### config.mk
export PLATFORM = sky130hd
export DESIGN_NAME = bcd_stopwatch_ctrl
export DESIGN_NICKNAME = d
export VERILOG_FILES = /design/src/rtl/bcd_stopwatch_ctrl.sv
export SDC_FILE = /design/constraint.sdc
export NUM_CORES = 1
export LEC_CHECK = 0
export BUFFER_PORTS_ARGS = -buffer_cell sky130_fd_sc_hd__buf_2
export CAP_MARGIN = 20
export CORE_MARGIN = 3
export CORE_UTILIZATION = 50
export CTS_CLUSTER_DIAMETER = 60
export DETAILED_ROUTE_END_ITERATION = 7
export GPL_TIMING_DRIVEN = 0
export PLACE_DENSITY = 0.72
export SLEW_MARGIN = 20
export SYNTH_ARGS = -nofsm -noshare
export SYNTH_HDL_FRONTEND = slang
export SYNTH_SLANG_ARGS = --single-unit
### constraint.sdc
create_clock -name clk -period 4.4 [get_ports clk]
set_input_delay 0.44 -clock clk [delete_from_list [all_inputs] [get_ports clk]]
set_output_delay 0.44 -clock clk [all_outputs]
set_load 0.03 [all_outputs]
### src/rtl/bcd_stopwatch_ctrl.sv
// Four-digit packed-BCD stopwatch/timer controller with an internal tick prescaler.
// Lap snapshot, optional terminal-count limit with done pulse, and err on a bad limit.
module bcd_stopwatch_ctrl #(
    parameter int unsigned DIV = 4
) (
    input  logic        clk,
    input  logic        reset,
    input  logic        start,
    input  logic        stop,
    input  logic        clear,
    input  logic        lap,
    input  logic [15:0] limit,
    output logic [15:0] q,
    output logic [15:0] lap_q,
    output logic        running,
    output logic        done,
    output logic        err
);

    // state | meaning
    // IDLE  | count held at 0000, waiting for a valid start
    // RUN   | prescaler advancing, count increments on each tick
    // PAUSE | prescaler and count frozen, start resumes
    // DONE  | count reached the latched limit, held until clear
    typedef enum logic [1:0] {IDLE, RUN, PAUSE, DONE} state_t;

    localparam logic [15:0] DIV_M1 = 16'(DIV - 1);

    state_t      state_q, state_d;
    logic [15:0] count_q, count_d;
    logic [15:0] lap_val_q, lap_val_d;
    logic [15:0] limit_q, limit_d;
    logic [15:0] presc_q, presc_d;
    logic        running_q, running_d;
    logic        done_q, done_d;
    logic        err_q, err_d;

    logic        tick;
    logic        limit_ok;
    logic [15:0] count_inc;

    function automatic logic [15:0] bcd_inc(input logic [15:0] v);
        logic [15:0] r;
        logic        carry;
        r     = v;
        carry = 1'b1;
        for (int i = 0; i < 4; i++) begin
            if (carry) begin
                if (v[i*4 +: 4] == 4'd9) begin
                    r[i*4 +: 4] = 4'd0;
                end else begin
                    r[i*4 +: 4] = v[i*4 +: 4] + 4'd1;
                    carry       = 1'b0;
                end
            end
        end
        return r;
    endfunction

    assign tick      = (presc_q == DIV_M1);
    assign count_inc = bcd_inc(count_q);
    assign limit_ok  = (limit[3:0] <= 4'd9) && (limit[7:4] <= 4'd9) &&
                       (limit[11:8] <= 4'd9) && (limit[15:12] <= 4'd9);

    always_comb begin
        state_d   = state_q;
        count_d   = count_q;
        lap_val_d = lap_val_q;
        limit_d   = limit_q;
        presc_d   = presc_q;
        done_d    = 1'b0;
        err_d     = 1'b0;

        // Snapshot uses the pre-increment count, so a same-cycle tick is not seen.
        if (lap && (state_q == RUN || state_q == PAUSE)) begin
            lap_val_d = count_q;
        end

        case (state_q)
            IDLE: begin
                count_d = 16'h0000;
                presc_d = 16'd0;
                if (clear || stop) begin
                    state_d = IDLE;
                end else if (start) begin
                    if (limit_ok) begin
                        limit_d = limit;
                        state_d = RUN;
                    end else begin
                        err_d = 1'b1;
                    end
                end
            end
            RUN: begin
                if (clear) begin
                    state_d = IDLE;
                    count_d = 16'h0000;
                    presc_d = 16'd0;
                end else if (stop) begin
                    state_d = PAUSE;
                end else if (tick) begin
                    presc_d = 16'd0;
                    count_d = count_inc;
                    if (limit_q != 16'h0000 && count_inc == limit_q) begin
                        state_d = DONE;
                        done_d  = 1'b1;
                    end
                end else begin
                    presc_d = presc_q + 16'd1;
                end
            end
            PAUSE: begin
                if (clear) begin
                    state_d = IDLE;
                    count_d = 16'h0000;
                    presc_d = 16'd0;
                end else if (!stop && start) begin
                    state_d = RUN;
                end
            end
            DONE: begin
                if (clear) begin
                    state_d = IDLE;
                    count_d = 16'h0000;
                    presc_d = 16'd0;
                end
            end
            default: state_d = IDLE;
        endcase

        running_d = (state_d == RUN);
    end

    always_ff @(posedge clk) begin
        if (reset) begin
            state_q   <= IDLE;
            count_q   <= 16'h0000;
            lap_val_q <= 16'h0000;
            limit_q   <= 16'h0000;
            presc_q   <= 16'd0;
            running_q <= 1'b0;
            done_q    <= 1'b0;
            err_q     <= 1'b0;
        end else begin
            state_q   <= state_d;
            count_q   <= count_d;
            lap_val_q <= lap_val_d;
            limit_q   <= limit_d;
            presc_q   <= presc_d;
            running_q <= running_d;
            done_q    <= done_d;
            err_q     <= err_d;
        end
    end

    assign q       = count_q;
    assign lap_q   = lap_val_q;
    assign running = running_q;
    assign done    = done_q;
    assign err     = err_q;

endmodule

## Yosys cells after proc, flatten, opt, wreduce, memory -nomap -nowiden

Index checks and enable logic that the tools add are counted.
Widths: inputs -> output; s select.

| cells by class | value |
|---|---|
| eq/ne operators | 13 |
| $lt $le $gt $ge | 4 |
| add/sub/neg operators | 5 |
| bitwise operators | 5 |
| muxes and demuxes | 34 |
| reduce and logical (&&, ||, !) cells | 17 |

Operators by type and width:

| cell | count |
|---|---|
| $mux 16 | 7 |
| $pmux 16 s3 | 2 |
| $mux 4 | 7 |
| $mux 2 | 10 |
| $add 16x1->16 const B | 1 |
| $add 4x1->4 const B | 4 |
| $eq 16x16->1 | 1 |
| $eq 16x2->1 const B | 1 |
| $eq 4x4->1 const B | 4 |
| $le 4x4->1 const B | 4 |
| $reduce_bool 16->1 | 1 |
| $pmux 2 s4 | 1 |
| $mux 1 | 7 |
| $logic_and 1x1->1 | 6 |
| $ne 3x3->1 const B | 2 |
| $not 1->1 | 5 |
| $reduce_or 5->1 | 1 |
| $eq 2x1->1 const B | 2 |
| $eq 2x2->1 const B | 2 |
| $reduce_and 4->1 | 1 |
| $reduce_or 4->1 | 1 |
| $reduce_and 3->1 | 1 |
| $logic_not 2->1 | 1 |
| $logic_or 1x1->1 | 2 |
| 4 further kinds | 4 |

| storage, ports and cells | value |
|---|---|
| input port bits | 22 |
| word-level logic and storage cells | 86 |
| register bits after elaboration | 69 |

## Longest topological paths before layout

| depth | value |
|---|---|
| word-level depth | 13 |
| depth in mapped cells | 12 |
| gate-level depth less buffers | 10 |

## Worst setup path after synthesis

OpenSTA, ideal clock, no wires.

| timing path | value |
|---|---|
| path type | reg-to-reg |
| from | register count_q[4] (netlist: q[4]) |
| to | register state_q[1] |
| stages on the path, launching flop included | 11 |
| library setup time | 0.066 ns |
| buffers on the path | 1 |
| data arrival time | 2.751 ns |
| data required time | 4.334 ns |
| setup slack | 1.583 ns |
| cells stage by stage | dfxtp_1 > ha_1 > and3b_1 > buf_4 > nand4_2 > and3_1 > or4_4 > a2111oi_4 > nand4_2 > a211oi_2 > nor2b_1 |

| between the ends | value |
|---|---|
| word-level cells in the longest chain between the ends | 12 |
| elaborated cells on any way between the ends | 16 |

Ends and longest elaborated chain:

| what | line | text |
|---|---|---|
| from (decl) | 30 | `logic [15:0] count_q, count_d;` |
| from (signal assigned) | 146 | `count_q <= count_d;` |
| $eq 4x4->1 | 49 | `if (v[i*4 +: 4] == 4'd9) begin` |
| $mux 1 | 49 |  |
| $mux 1 (2 in a row) | 48 | `if (carry) begin` |
| $mux 4 | 48 |  |
| $eq 16x16->1 (*) | 104 | `if (limit_q != 16'h0000 && count_inc == limit_q) begin` |
| $logic_and 1x1->1 (*) | 104 |  |
| $mux 2 (*) | 104 |  |
| $mux 2 (*) | 101 | `end else if (tick) begin` |
| $mux 2 (*) | 99 | `end else if (stop) begin` |
| $mux 2 (*) | 95 | `if (clear) begin` |
| $pmux 2 s4 (*) | 79 | `case (state_q)` |
| to (signal assigned) | 145 | `state_q <= state_d;` |
| to (decl) | 29 | `state_t state_q, state_d;` |

Every way passes the cells marked *; elsewhere a longest branch is shown, timed or not.
A chain may end at the register's enable or synchronous reset.

## Final worst setup path

| timing path | value |
|---|---|
| from | register state_q[1] |
| to | register count_q[6] (netlist: q[6]) |

| between the ends | value |
|---|---|
| word-level cells in the longest chain between the ends | 4 |
| elaborated cells on any way between the ends | 10 |

Ends and longest elaborated chain:

| what | line |
|---|---|
| $eq 2x2->1 | 79 |
| $reduce_or 2->1 (no source line) | - |
| $ne 2x1->1 (no source line) | - |
| $reduce_and 3->1 (no source line) | - |

Several ways; a longest one is shown, not always the timed one.

==> impl_metrics.ini <==
[detailed_routing]
avgRoutedWirePerCell_um = 14.9
drt_pass1_iterations = 5
drc = 0
vias = 3367
dr.first_iter.drc_count = 271
wl_um = 9130
viasPerCell = 5.50
ant_nets = 0

[global_route]
grt_use_total_pct = 22.4
grt_max_degree = 11
antenna_found_initial = 0
grt_pass1_vias = 3135
grt_overflow = 0
grt_pass1_wl_um = 15300

[synth]
ys_seq_area_share_pct = 37.5
synth_edf_count = 0
syn_inst = 446
avgSynthCellArea_sq_um = 8.26
async_reset_ff_share_pct = 0
yosysWarnings = 0
ys_types = 59
syn-cell-area_sq_mm = 0.00368
ys_ff_latch = 69
synth.area.top_cells = dfxtp_1 38%, nand2_1 6.0%, mux2i_1 5.2%
synth-main-ff-cell = dfxtp_1
synthesis.nets = 480
yosysTopAreaCell = dfxtp_1
synth_top_area_share_pct = 37.5

[power]
peakVddDrop_uv = 191
powerDensity_mw_per_mm2 = 278
p_leak_nw = 1.68

[finish]
layout-drive-gt1-share_pct = 17.1
fin_cells = 612
fill_cells = 643
antennaDiodeCount = 0
area_growth_syn_to_layout_pct = 16.3
final_nets = 547

[place]
gp_congestion = 0.877
dpl.cell_count = 598
pre_cts_slack_ns = 1.40
io_buffers = 56
dp_hpwl_um = 6810

[clocking]
postCtsSetupRepairBufs = 0
ctsHtreeMaxLevel = 3
cts_sinks = 69
cts_buffers = 9
root_buffer = clkbuf_8
cts_hold_repair.buffers = 0
clock_latency_ns = 0.34
cts_tree = built
cts_buffer_depth = 2
clk_pin_slew_worst_paths_ns = 0.07
post_cts_resized = 0

[run_status]
status = finished clean

[timing]
worst_pin_slew_ns = 0.769
setup_tns_ns = 0
skew_ns = 0.00724
period_minus_slack_ns = 3.08
finalSetupViolCount = 0
period_share_pct = 69.9
finalMaxSlewViolations = 0
fmax_mhz = 325
fin_ws_ns = 1.32
rsz0062_at_grt = no
relSlewSlack_pct = 48.3
hold_viol = 0

[critical_path]
end_kind = flip-flop
crit_required_ns = 4.62
start_kind = flip-flop
cp_data_arrival_time_ns = 3.29
critPathKind = flip-flop to flip-flop
crit_fanout = 10

[die]
die_area_sq_mm = 0.00843
core_area_sq_mm = 0.00698
dieHeight_um = 91.8
initial_utilization_pct = 52.8
rows = 30
die_width_um = 91.8
pin_count = 57

[flow_run]
drv_cap = 0

[worst_hold_path]
hp-class = input port to flip-flop
==> stage by stage <==
stage | instance area, sq um | hold slack [ns] | power (mW) | utilization [%]
global placement | 4080 | 0.439 | 0.678 | 58.5
floorplan | 3680 | 0.471 | 0.659 | -
CTS | 4280 | 0.326 | 1.20 | 61.3
global route | 4280 | 0.328 | 1.23 | 61.3
finish | 4280 | 0.341 | 1.19 | 61.3
detailed placement | 4080 | 0.446 | 0.679 | 58.5
==> state kept, by name, summed over array words and instances, names as in the netlist <==
name     flops
err          1
presc_q     16
running      1
q           16
done         1
lap_q       16
limit_q     16
state_q      2
==> path summary, 6_finish.rpt <==
kind	startpoint	depth (start not counted)	slack, ns	endpoint
worst min-delay path	limit[4]	3	0.34	limit_q[4]$_SDFFE_PP0P_
worst max-delay path	state_q[1]$_SDFF_PP0_	12	1.32	q[6]$_SDFFE_PP0P_
worst min register to register	lap_q[2]$_SDFFE_PP0P_	2	0.45	lap_q[2]$_SDFFE_PP0P_
worst max register to register	state_q[1]$_SDFF_PP0_	12	1.32	q[6]$_SDFFE_PP0P_
==> power breakdown <==
part	switching, mW	internal [mW]
clock	0.225	0.303
combinational	0.0215	0.0152
sequential	0.00195	0.626
total	0.249	0.944
==> placed cells by master, fill, tap and decap left out, types with 3 or more instances in the layout <==
master    count
or3_1         5
o31ai_1       3
nand3_1      10
clkbuf_8     12
nor3_1       13
nor2b_1       3
nor2_1       48
clkbuf_1     17
nor3b_1       3
xor2_1       17
xnor2_1       8
inv_1        10
ha_1         12
o22ai_1       4
buf_6         3
dfxtp_1      69
o21ai_0      25
nor4_1        8
buf_2        58
a22oi_1       3
and2_1        3
a21oi_1      35
o21ai_1       8
mux2i_1      19
nand2b_1      5
and3b_1       3
nand4_1       7
and3_1        5
nand2_1      59
==> critical path, cell delays in order, from the launching register on <==
cell      delay (ns)
dfxtp_1         0.42
inv_1           0.11
ha_1            0.26
a211oi_1        0.27
or2_0           0.13
clkbuf_1        0.28
o21ai_1         0.29
or3_1           0.37
clkbuf_1        0.17
clkbuf_1        0.27
a21oi_1         0.20
o21ai_1         0.08
o41ai_1         0.09
==> cell usage after synthesis (5+ instances only) <==
cell type and instances:
nand4_1 7, nand2_1 59, clkbuf_1 16, inv_1 10
xnor2_1 8, o21ai_1 8, nor2_1 48, dfxtp_1 69
nand3_1 10, xor2_1 17, nor3_1 13, ha_1 12
mux2i_1 19, nand2b_1 5, o21ai_0 25, and3_1 5
or3_1 5, nor4_1 8, a21oi_1 35
==> cells by family (layout without fill, tap and decap cells) <==
logic type	Yosys count	in the layout	share of synthesized area, %
flip-flops	69	69	37.5
buffers and inverters	34	104	4.35
XOR/XNOR	25	25	5.94
adder cells (fa/ha/maj)	12	12	4.08
multiplexers	19	19	5.16
AO/OA/AOI/OAI	99	99	16.5
AND/OR/NAND/NOR	188	188	26.4
==> layout make-up <==
type	instances	area [sq um]	area share [%]
multi-input combinational	343	2140	50.0
tap	96	120	2.80
clock inverter	1	30.0	0.701
timing repair buffer	56	280	6.54
inverter	10	37.5	0.876
clock buffer	13	169	3.94
sequential	69	1380	32.3
buffer	24	123	2.86
==> metal layers <==
| metal | up-vias | global-route usage (%) | share of wire (%) |
|---|---|---|---|
| li1 | 1702 | - | - |
| met1 | 1562 | 30.6 | 47 |
| met2 | 92 | 35.5 | 46 |
| met3 | 11 | 5.09 | 5.6 |
| met4 | 0 | 6.19 | 1.2 |
| met5 | - | 0 | 0 |
Note: power is estimated with default switching activity, not from simulation.
